--- src/rtl/sum_pkg.sv ---
// Shared widths and handshake state encoding for the sum stage and its accumulator.
package sum_pkg;

    localparam int unsigned OPERAND_W = 8;
    localparam int unsigned SUM_W     = OPERAND_W + 1;

    typedef enum logic {
        ACCUM = 1'b0,
        HOLD  = 1'b1
    } state_e;

endpackage : sum_pkg

--- src/rtl/sum_accumulator.sv ---
// Accumulates COUNT incoming sums (or fewer on flush) into one widened total,
// presented on a valid/ready output held stable until downstream accepts it.
module sum_accumulator
    import sum_pkg::*;
#(
    parameter  int unsigned IN_W  = SUM_W,
    parameter  int unsigned COUNT = 4,
    localparam int unsigned OUT_W = IN_W + $clog2(COUNT)
) (
    input  logic             clk,
    input  logic             rst,
    input  logic [IN_W-1:0]  in_data,
    input  logic             in_valid,
    output logic             in_ready,
    input  logic             flush,
    output logic [OUT_W-1:0] out_data,
    output logic [8:0]       out_beats,
    output logic             out_valid,
    input  logic             out_ready
);

    localparam int unsigned CNT_W = 9;

    state_e             state_q, state_d;
    logic [OUT_W-1:0]   acc_q, acc_d;
    logic [CNT_W-1:0]   cnt_q, cnt_d;
    logic [OUT_W-1:0]   out_data_q, out_data_d;
    logic [CNT_W-1:0]   out_beats_q, out_beats_d;
    logic               out_valid_q, out_valid_d;

    logic               beat;
    logic [OUT_W-1:0]   sum;
    logic               last_beat;

    assign in_ready  = (state_q == ACCUM) & ~rst;
    assign beat      = in_valid & in_ready;
    assign sum       = acc_q + OUT_W'(in_data);
    assign last_beat = (cnt_q == CNT_W'(COUNT - 1));

    // Next-state: accumulate, emit on full count or flush, hold until accepted.
    always_comb begin
        state_d     = state_q;
        acc_d       = acc_q;
        cnt_d       = cnt_q;
        out_data_d  = out_data_q;
        out_beats_d = out_beats_q;
        out_valid_d = out_valid_q;

        unique case (state_q)
            ACCUM: begin
                if (beat && (last_beat || flush)) begin
                    out_data_d  = sum;
                    out_beats_d = cnt_q + CNT_W'(1);
                    out_valid_d = 1'b1;
                    acc_d       = '0;
                    cnt_d       = '0;
                    state_d     = HOLD;
                end else if (beat) begin
                    acc_d = sum;
                    cnt_d = cnt_q + CNT_W'(1);
                end else if (flush && (cnt_q != '0)) begin
                    out_data_d  = acc_q;
                    out_beats_d = cnt_q;
                    out_valid_d = 1'b1;
                    acc_d       = '0;
                    cnt_d       = '0;
                    state_d     = HOLD;
                end
            end
            HOLD: begin
                if (out_ready) begin
                    out_valid_d = 1'b0;
                    state_d     = ACCUM;
                end
            end
            default: state_d = ACCUM;
        endcase
    end

    always_ff @(posedge clk) begin
        if (rst) begin
            state_q     <= ACCUM;
            acc_q       <= '0;
            cnt_q       <= '0;
            out_data_q  <= '0;
            out_beats_q <= '0;
            out_valid_q <= 1'b0;
        end else begin
            state_q     <= state_d;
            acc_q       <= acc_d;
            cnt_q       <= cnt_d;
            out_data_q  <= out_data_d;
            out_beats_q <= out_beats_d;
            out_valid_q <= out_valid_d;
        end
    end

    assign out_data  = out_data_q;
    assign out_beats = out_beats_q;
    assign out_valid = out_valid_q;

endmodule : sum_accumulator
--- config.mk ---
export PLATFORM = sky130hd
export DESIGN_NAME = sum_accumulator
export DESIGN_NICKNAME = d
export VERILOG_FILES = /design/src/rtl/sum_pkg.sv /design/src/rtl/sum_accumulator.sv
export SDC_FILE = /design/constraint.sdc
export NUM_CORES = 1
export LEC_CHECK = 0
export ABC_AREA = 1
export CORE_UTILIZATION = 59
export CTS_BUF_LIST = sky130_fd_sc_hd__clkbuf_16
export DETAILED_ROUTE_END_ITERATION = 16
export PLACE_DENSITY = 0.92
export SLEW_MARGIN = 20
export SYNTH_ARGS = -nofsm -noshare
export SYNTH_HDL_FRONTEND = slang
export SYNTH_SLANG_ARGS = --single-unit
--- constraint.sdc ---
create_clock -name clk -period 3.7 [get_ports clk]
set_input_delay 0.555 -clock clk [delete_from_list [all_inputs] [get_ports clk]]
set_output_delay 0.555 -clock clk [all_outputs]
set_load 0.005 [all_outputs]
==> flow_summary.ini, run 1 <==
[sta]
fin_crit_sh = 0.6454
post-route-min-period_ns = 2.388
tns_ns = 0
tightest_slew_ns = 0.7160
drv_slew = 0
skew_ns = 0.004327
setup_ws_ns = 1.312
hold_violations = 0
rsz0062_at_grt = no
setup_viol = 0
slew_headroom = 0.5215
fmax_ghz = 0.4188

[route]
dr.pass1.iters = 6
routed_wl_mm = 6.652
wl_per_cell_um = 13.44
via_count = 2721
ant_nets = 0
avgViaCountPerCell = 5.497
drcViolationCount = 0
dr.first_iter.drc_count = 265

[critical_path]
r2r-end = cnt_q[3]
r2r_setup_slack_ns = 1.69
start_kind = primary input
crit_path_frequent_cell = nand2_1
crit_slowest_cell = nand2_1
cpPeakStageDelay_ns = 0.55
worstPathCellList = clkdlybuf4s50_1, buf_4, nor2_4, nand2_2, nand2_1, nand2_1, o21ai_0, a21oi_1
cp-endpoint = cnt_q[3]
crit_path_end_kind = flip-flop
startpoint = rst
crit_fanout = 23
cp.required_ns = 3.91
arrival_ns = 2.60
worstReg2RegStart = cnt_q[0]
reg2regPathDepth = 10
critPathKind = primary input to flip-flop

[grt]
antenna_found_initial = 0
grt-ovfl-total = 0
grt_max_degree = 29
grt_pass1_vias = 2580
grt.total_usage = 0.2980
grt_pass1_wl_mm = 11.50

[cts]
htreeDepth = 2
cts_hold_buf = 0
path_clk_slew_ns = 0.06
cts_tree = done
insertion_delay_ns = 0.29
clockBufferDepth = 2
ctsResizeCount = 0
cts_buffers = 5
postCtsSetupBuffers = 0
clock-sinks = 42
cts_root_buf = clkbuf_16

[synthesis]
syn_inst = 411
synthesis.nets = 437
synth_area_um2 = 2659
seq_area_frac_synth = 0.3162
yosys_warnings = 0
synth-seq-cells = 42
async_flop_share = 0
synth_edf_count = 0
syn_area_per_cell_um2 = 6.469
synth.distinct_cells = 34
synthFlopType = dfxtp_1

[power_and_ir_drop]
p_seq_frac = 0.382
clockPowerShare = 0.359
swShare = 0.3017
internal-power_uw = 968.5
leakagePower_nw = 1.473
power_density_nw_per_um2 = 440.6
p_comb_frac = 0.259
vdd_drop_max_mv = 0.4138
power.switching_uw = 418.4

[cells_and_area]
syn_to_final_growth_pct = 18.40
final_cell_mix = 152 x nand2_1, 46 x nor2_1, 42 x dfxtp_1, 37 x inv_1, 35 x clkdlybuf4s50_1
multi_input_area_um2 = 1546
drive_gt1_frac = 0.08352
register_area_um2 = 840.8
n_antenna_cell = 0
fillers = 356
final_common_cell = nand2_1
final_nets = 468

[placed_design]
hpwlAfterDp_mm = 4.686
dp_worst_setup_slack_ns = 1.083
io_buffer_count = 35
place.gp.congestion = 0.8667

[die]
die_w_um = 69.13
fp.dieArea_um2 = 4779
core_um2 = 4354
io_pins = 36
start_util = 0.6106
die_h_um = 69.13
rows = 24

[hold_path]
min_path_type = flip-flop to flip-flop

[run]
max_cap_violations = 0

[run_status]
status = finished clean
## through the flow
step / cell area [µm²] / hold WS [ns] / cells / util / power [mW]
2_1_floorplan: 2659 / 0.4524 / 411 / - / 0.7794
3_3_place_gp: 2982 / 0.4642 / 487 / 0.6848 / 0.8783
6_report: 3148 / 0.4818 / 495 / 0.7230 / 1.387
5_1_grt: 3148 / 0.4956 / 495 / 0.7230 / 1.454
3_5_place_dp: 2982 / 0.4709 / 487 / 0.6848 / 0.8919
4_1_cts: 3148 / 0.4820 / 495 / 0.7230 / 1.386
## worst min-delay path by stage
stage                      start           end  cells past startpoint  slack (ns)
floorplan               cnt_q[6]      cnt_q[6]                      2        0.45
global placement    out_beats[6]  out_beats[6]                      2        0.46
detailed placement      cnt_q[6]      cnt_q[6]                      2        0.47
CTS                    acc_q[10]     acc_q[10]                      2        0.48
global route        out_beats[4]  out_beats[4]                      2        0.50
finish                  cnt_q[6]      cnt_q[6]                      2        0.48
## cell families (layout without fill, tap and decap cells)
family | count (synthesis) | in the layout | share of synthesized area
XOR/XNOR | 7 | 7 | 0.02306
buffers and inverters | 54 | 86 | 0.1021
AO/OA/AOI/OAI | 45 | 45 | 0.09459
adder cells (fa/ha/maj) | 12 | 12 | 0.05929
flip-flops | 42 | 42 | 0.3162
AND/OR/NAND/NOR | 251 | 251 | 0.4047
## sequential cells by signal (all words and copies together), names as in the netlist
name	cells
state_q	1
acc_q	11
cnt_q	9
out_data	11
out_valid	1
out_beats	9
## layout make-up
type,instances,share of cell area
flip-flops and latches,42,0.2671
clock inverters,3,0.01312
well taps,52,0.02067
clock buffers,5,0.03975
repair buffers,36,0.1137
multi-input cells,315,0.4913
inverters,42,0.05445
## synthesized netlist by cell type, types with 2 or more instances
| cell | count | area (µm²) |
|---|---|---|
| buf_4 | 3 | 22.52 |
| nor2_4 | 2 | 22.52 |
| buf_6 | 3 | 33.78 |
| ha_1 | 11 | 137.6 |
| nor3_1 | 2 | 10.01 |
| dfxtp_1 | 42 | 840.8 |
| clkbuf_1 | 3 | 11.26 |
| a21oi_1 | 26 | 130.1 |
| nand2_1 | 152 | 570.6 |
| nand4_1 | 2 | 12.51 |
| xor2_1 | 6 | 52.55 |
| inv_4 | 2 | 12.51 |
| a21oi_2 | 6 | 52.55 |
| nand3_1 | 31 | 155.2 |
| nand2_2 | 5 | 31.28 |
| inv_2 | 2 | 7.510 |
| inv_1 | 36 | 135.1 |
| nor2_1 | 46 | 172.7 |
| or2_2 | 4 | 25.02 |
| nand3_2 | 4 | 40.04 |
| o21ai_0 | 6 | 30.03 |
| o21ai_1 | 5 | 25.02 |
## power by group through the flow
stage / Sequential (mW) / Combinational (mW) / Clock [mW]
finish: 0.530 / 0.359 / 0.498
global placement: 0.537 / 0.341 / 0
CTS: 0.530 / 0.356 / 0.500
global route: 0.536 / 0.400 / 0.518
floorplan: 0.538 / 0.242 / 0
detailed placement: 0.540 / 0.352 / 0
## critical path, delay by kind of cell
family                 cells  cell delay (ns)
AND/OR/NAND/NOR            4             0.98
buffers and inverters      2             0.72
AO/OA/AOI/OAI              2             0.34
## metal layers
| metal | global-route usage | up-vias | wire [µm] |
|---|---|---|---|
| met1 | 0.3907 | 1218 | 2842 |
| met3 | 0.07310 | 21 | 570 |
| met5 | 0 | - | 0 |
| li1 | - | 1354 | - |
| met2 | 0.4800 | 128 | 3092 |
| met4 | 0.09751 | 0 | 146 |
Note: power is estimated with default switching activity, not from simulation.
==> inputs of run 2 (changes only) <==
--- a/config.mk
+++ b/config.mk
@@ -6,10 +6,10 @@
 export NUM_CORES = 1
 export LEC_CHECK = 0
 export ABC_AREA = 1
-export CORE_UTILIZATION = 59
+export CORE_UTILIZATION = 55
 export CTS_BUF_LIST = sky130_fd_sc_hd__clkbuf_16
 export DETAILED_ROUTE_END_ITERATION = 16
-export PLACE_DENSITY = 0.92
+export PLACE_DENSITY = 0.87
 export SLEW_MARGIN = 20
 export SYNTH_ARGS = -nofsm -noshare
 export SYNTH_HDL_FRONTEND = slang
==> constraint.sdc (replaced) <==
create_clock -name clk -period 2.4 [get_ports clk]
set_input_delay 0.36 -clock clk [delete_from_list [all_inputs] [get_ports clk]]
set_output_delay 0.36 -clock clk [all_outputs]
set_load 0.005 [all_outputs]
==> flow_summary.ini, run 2 (synthesis results as in run 1) <==
[power_and_ir_drop]
p_seq_frac = 0.381
internal-power_mw = 1.502
leakagePower_nw = 1.485
power_density_nw_per_um2 = 677.5
clockPowerShare = 0.355
swShare = 0.2988
vdd_drop_max_mv = 0.4659
p_comb_frac = 0.264
power.switching_uw = 640.0
finalPower_mw = 2.142

[critical_path]
cp.required_ns = 2.56
crit_fanout = 3
arrival_ns = 2.26
critPathKind = primary input to flip-flop
crit_path_end_kind = flip-flop
start_kind = primary input

[sta]
setup_ws_ns = 0.3057
tns_ns = 0
hold_ws_ns = 0.4805
skew_ns = 0.003542
fin_crit_sh = 0.8726
post-route-min-period_ns = 2.094
setup_viol = 0
hold_violations = 0
fmax_ghz = 0.4775
rsz0062_at_grt = no
tightest_slew_ns = 0.6491
drv_slew = 0
slew_headroom = 0.5668

[cells_and_area]
n_antenna_cell = 0
final_common_cell = nand2_1
final_nets = 470
drive_gt1_frac = 0.08989
syn_to_final_growth_pct = 18.92
fin_area_um2 = 3162
fin_util = 0.7019
instances_no_fill = 497
final_cell_mix = 152 x nand2_1, 46 x nor2_1, 42 x dfxtp_1, 36 x inv_1, 35 x clkdlybuf4s50_1

[cts]
clockBufferDepth = 2
postCtsSetupBuffers = 0
insertion_delay_ns = 0.28
htreeDepth = 2
cts_tree = done
cts_hold_buf = 0
clock-sinks = 42
path_clk_slew_ns = 0.06
ctsResizeCount = 0
cts_buffers = 5
cts_root_buf = clkbuf_16

[die]
start_util = 0.5903
die_w_um = 71.53
die_h_um = 71.53
io_pins = 36
fp.dieArea_um2 = 5117
rows = 24
core_um2 = 4504

[placed_design]
place.gp.congestion = 0.9069
placed_area_um2 = 2997
io_buffer_count = 35
placed_cells = 489
hpwlAfterDp_mm = 4.422
dp_worst_setup_slack_ns = 0.08037

[route]
dr.first_iter.drc_count = 210
drcViolationCount = 0
routed_wl_mm = 6.415
dr.pass1.iters = 5
wl_per_cell_um = 12.91
via_count = 2630
avgViaCountPerCell = 5.292
ant_nets = 0

[run_status]
status = finished clean

[grt]
grt.total_usage = 0.2663
antenna_found_initial = 0
grt_max_degree = 29
grt-ovfl-total = 0
grt_pass1_vias = 2399
grt_pass1_wl_mm = 10.70

[hold_path]
min_path_type = flip-flop to flip-flop

[run]
max_cap_violations = 0
run 2: cell types whose count changed in the layout (fill, tap and decap cells not counted), sizes merged:
cell / change
clkinvlp: -1
clkinv: +2
inv: -1
buf: +2
run 2: critical path, stage by stage:
cell	delay, ns
clkdlybuf4s50_1	0.41
ha_1	0.24
fa_1	0.43
nand2_1	0.11
nand3_1	0.12
nand3_1	0.12
nand2_1	0.05
nand2_1	0.06
nand2_1	0.07
nor2_1	0.09
nor2_1	0.05
nor2_1	0.09
nor2_1	0.05
run 2: path summary, 6_finish.rpt:
| check | to | start | slack (ns) | cells after the start |
|---|---|---|---|---|
| worst max-delay path | out_data[6] | in_data[0] | 0.31 | 13 |
| worst min-delay path | out_beats[3] | out_beats[3] | 0.48 | 2 |
| worst max register to register | out_data[6] | acc_q[0] | 0.49 | 12 |
| worst min register to register | out_beats[3] | out_beats[3] | 0.48 | 2 |
run 2: routing by layer:
| metal | vias up | part of all wire | global-route usage | wire (µm) |
|---|---|---|---|---|
| met1 | 1170 | 0.46 | 0.3481 | 2930 |
| met5 | - | 0 | 0 | 0 |
| met2 | 94 | 0.47 | 0.4370 | 3020 |
| met3 | 10 | 0.058 | 0.04641 | 371 |
| li1 | 1356 | - | - | - |
| met4 | 0 | 0.014 | 0.1111 | 93 |
run 2: layout make-up:
type / instances / area (µm²)
Tap cell: 52 / 65.06
Sequential cell: 42 / 840.8
Multi-Input combinational cell: 315 / 1546
Fill cell: 401 / 1343
Clock buffer: 5 / 125.1
Timing Repair Buffer: 38 / 372.9
Inverter: 42 / 171.4
Clock inverter: 3 / 40.04
run 2: power groups by stage:
stage	registers [mW]	clock network, mW	logic [mW]
finish	0.816	0.761	0.566
CTS	0.816	0.766	0.562
detailed placement	0.830	0	0.556
global route	0.825	0.789	0.622
global placement	0.828	0	0.548
floorplan	0.829	0	0.372
==> inputs of run 3 (changes only) <==
--- a/config.mk
+++ b/config.mk
@@ -6,10 +6,13 @@
 export NUM_CORES = 1
 export LEC_CHECK = 0
 export ABC_AREA = 1
-export CORE_UTILIZATION = 55
+export CORE_UTILIZATION = 59
 export CTS_BUF_LIST = sky130_fd_sc_hd__clkbuf_16
+export CTS_CLUSTER_SIZE = 16
 export DETAILED_ROUTE_END_ITERATION = 16
-export PLACE_DENSITY = 0.87
+export DONT_BUFFER_PORTS = 1
+export PLACE_DENSITY = 0.82
+export SETUP_SLACK_MARGIN = 0.05
 export SLEW_MARGIN = 20
 export SYNTH_ARGS = -nofsm -noshare
 export SYNTH_HDL_FRONTEND = slang
==> flow_summary.ini, run 3 (synthesis results as in run 1) <==
[run_status]
status = finished clean

[grt]
grt_pass1_vias = 2397
grt_pass1_wl_mm = 11.07
grt_max_degree = 29
grt-ovfl-total = 0
antenna_found_initial = 0
grt.total_usage = 0.2866

[critical_path]
arrival_ns = 2.07
cp.required_ns = 2.58
crit_path_end_kind = flip-flop
start_kind = flip-flop
crit_fanout = 3
critPathKind = flip-flop to flip-flop

[sta]
drv_slew = 0
rsz0062_at_grt = no
fmax_ghz = 0.5300
post-route-min-period_ns = 1.887
tns_ns = 0
hold_violations = 0
slew_headroom = 0.5885
hold_ws_ns = 0.1287
tightest_slew_ns = 0.6166
skew_ns = 0.004641
fin_crit_sh = 0.7862
setup_viol = 0

[die]
rows = 24
io_pins = 36
fp.dieArea_um2 = 4779
core_um2 = 4354
die_w_um = 69.13
die_h_um = 69.13
start_util = 0.6106

[route]
wl_per_cell_um = 13.97
ant_nets = 0
avgViaCountPerCell = 5.602
routed_wl_mm = 6.424
dr.pass1.iters = 5
via_count = 2577
dr.first_iter.drc_count = 218
drcViolationCount = 0

[placed_design]
hpwlAfterDp_mm = 4.531
placed_area_um2 = 2639
io_buffer_count = 0
place.gp.congestion = 0.9167
placed_cells = 453

[cells_and_area]
register_area_um2 = 840.8
n_antenna_cell = 0
instances_no_fill = 460
final_cell_mix = 152 x nand2_1, 46 x nor2_1, 42 x dfxtp_1, 36 x inv_1, 31 x nand3_1
multi_input_area_um2 = 1546
fillers = 368
syn_to_final_growth_pct = 5.223
final_common_cell = nand2_1
drive_gt1_frac = 0.09069
final_nets = 434
fin_area_um2 = 2798

[run]
max_cap_violations = 0

[cts]
postCtsSetupBuffers = 0
clock-sinks = 42
insertion_delay_ns = 0.29
clockBufferDepth = 2
htreeDepth = 2
cts_buffers = 5
cts_tree = done
ctsResizeCount = 0
path_clk_slew_ns = 0.06
cts_hold_buf = 0
cts_root_buf = clkbuf_16

[power_and_ir_drop]
leakagePower_nw = 1.345
vdd_drop_max_mv = 0.3418
power_density_nw_per_um2 = 714.7

[hold_path]
min_path_type = primary input to flip-flop
run 3: cell count changes in the layout (fill, tap and decap cells not counted), sizes merged:
cell,delta
buf,-1
clkdlybuf4s50,-35
clkinv,-1
run 3: worst paths after layout:
path,start,end,slack (ns),depth (start not counted)
setup / recovery,acc_q[0],out_data[6],0.51,12
hold / removal,rst,out_beats[3],0.13,1
setup reg to reg,acc_q[0],out_data[6],0.51,12
hold reg to reg,cnt_q[6],cnt_q[6],0.48,2
run 3: metal layers:
layer  part of all wire  up-vias  wire length [µm]  track usage
met3               0.11       21               690      0.09211
met4              0.024        0               151       0.1134
li1                   -     1286                 -            -
met5                  0        -                 0            0
met2               0.41      120              2641       0.4024
met1               0.46     1150              2941       0.4046
run 3: cell type report:
cell class / count / area share
clock buffer: 5 / 0.04472
tap: 52 / 0.02326
multi-input combinational: 315 / 0.5528
timing repair buffer: 2 / 0.005367
clock inverter: 2 / 0.01208
sequential: 42 / 0.3005
inverter: 42 / 0.06127
run 3: power by group:
group          switching, mW  internal (mW)  total [mW]
registers             0.0603          0.769       0.830
clock network          0.267          0.481       0.748
logic                  0.282          0.140       0.422
total                  0.609           1.39        2.00
run 3: stage by stage:
stage | util | total power, mW | setup WS (ns)
after global placement | 0.6060 | 1.249 | 0.5693
after detailed placement | 0.6060 | 1.257 | 0.5522
after global routing | 0.6425 | 2.106 | 0.3403
after CTS | 0.6425 | 2.002 | 0.5497
final | 0.6425 | 1.999 | 0.5131
after floorplan | - | 1.202 | 0.6481
run 3: worst max-delay path, cell delays in order, from the launching register on:
cell and delay (ns):
dfxtp_1 0.34, ha_1 0.23, fa_1 0.44, nand2_1 0.10, nand3_1 0.10, nand3_1 0.13
nand2_1 0.07, nand2_1 0.06, nand2_1 0.06, nor2_1 0.09, nor2_1 0.05, nor2_1 0.08
nor2_1 0.04
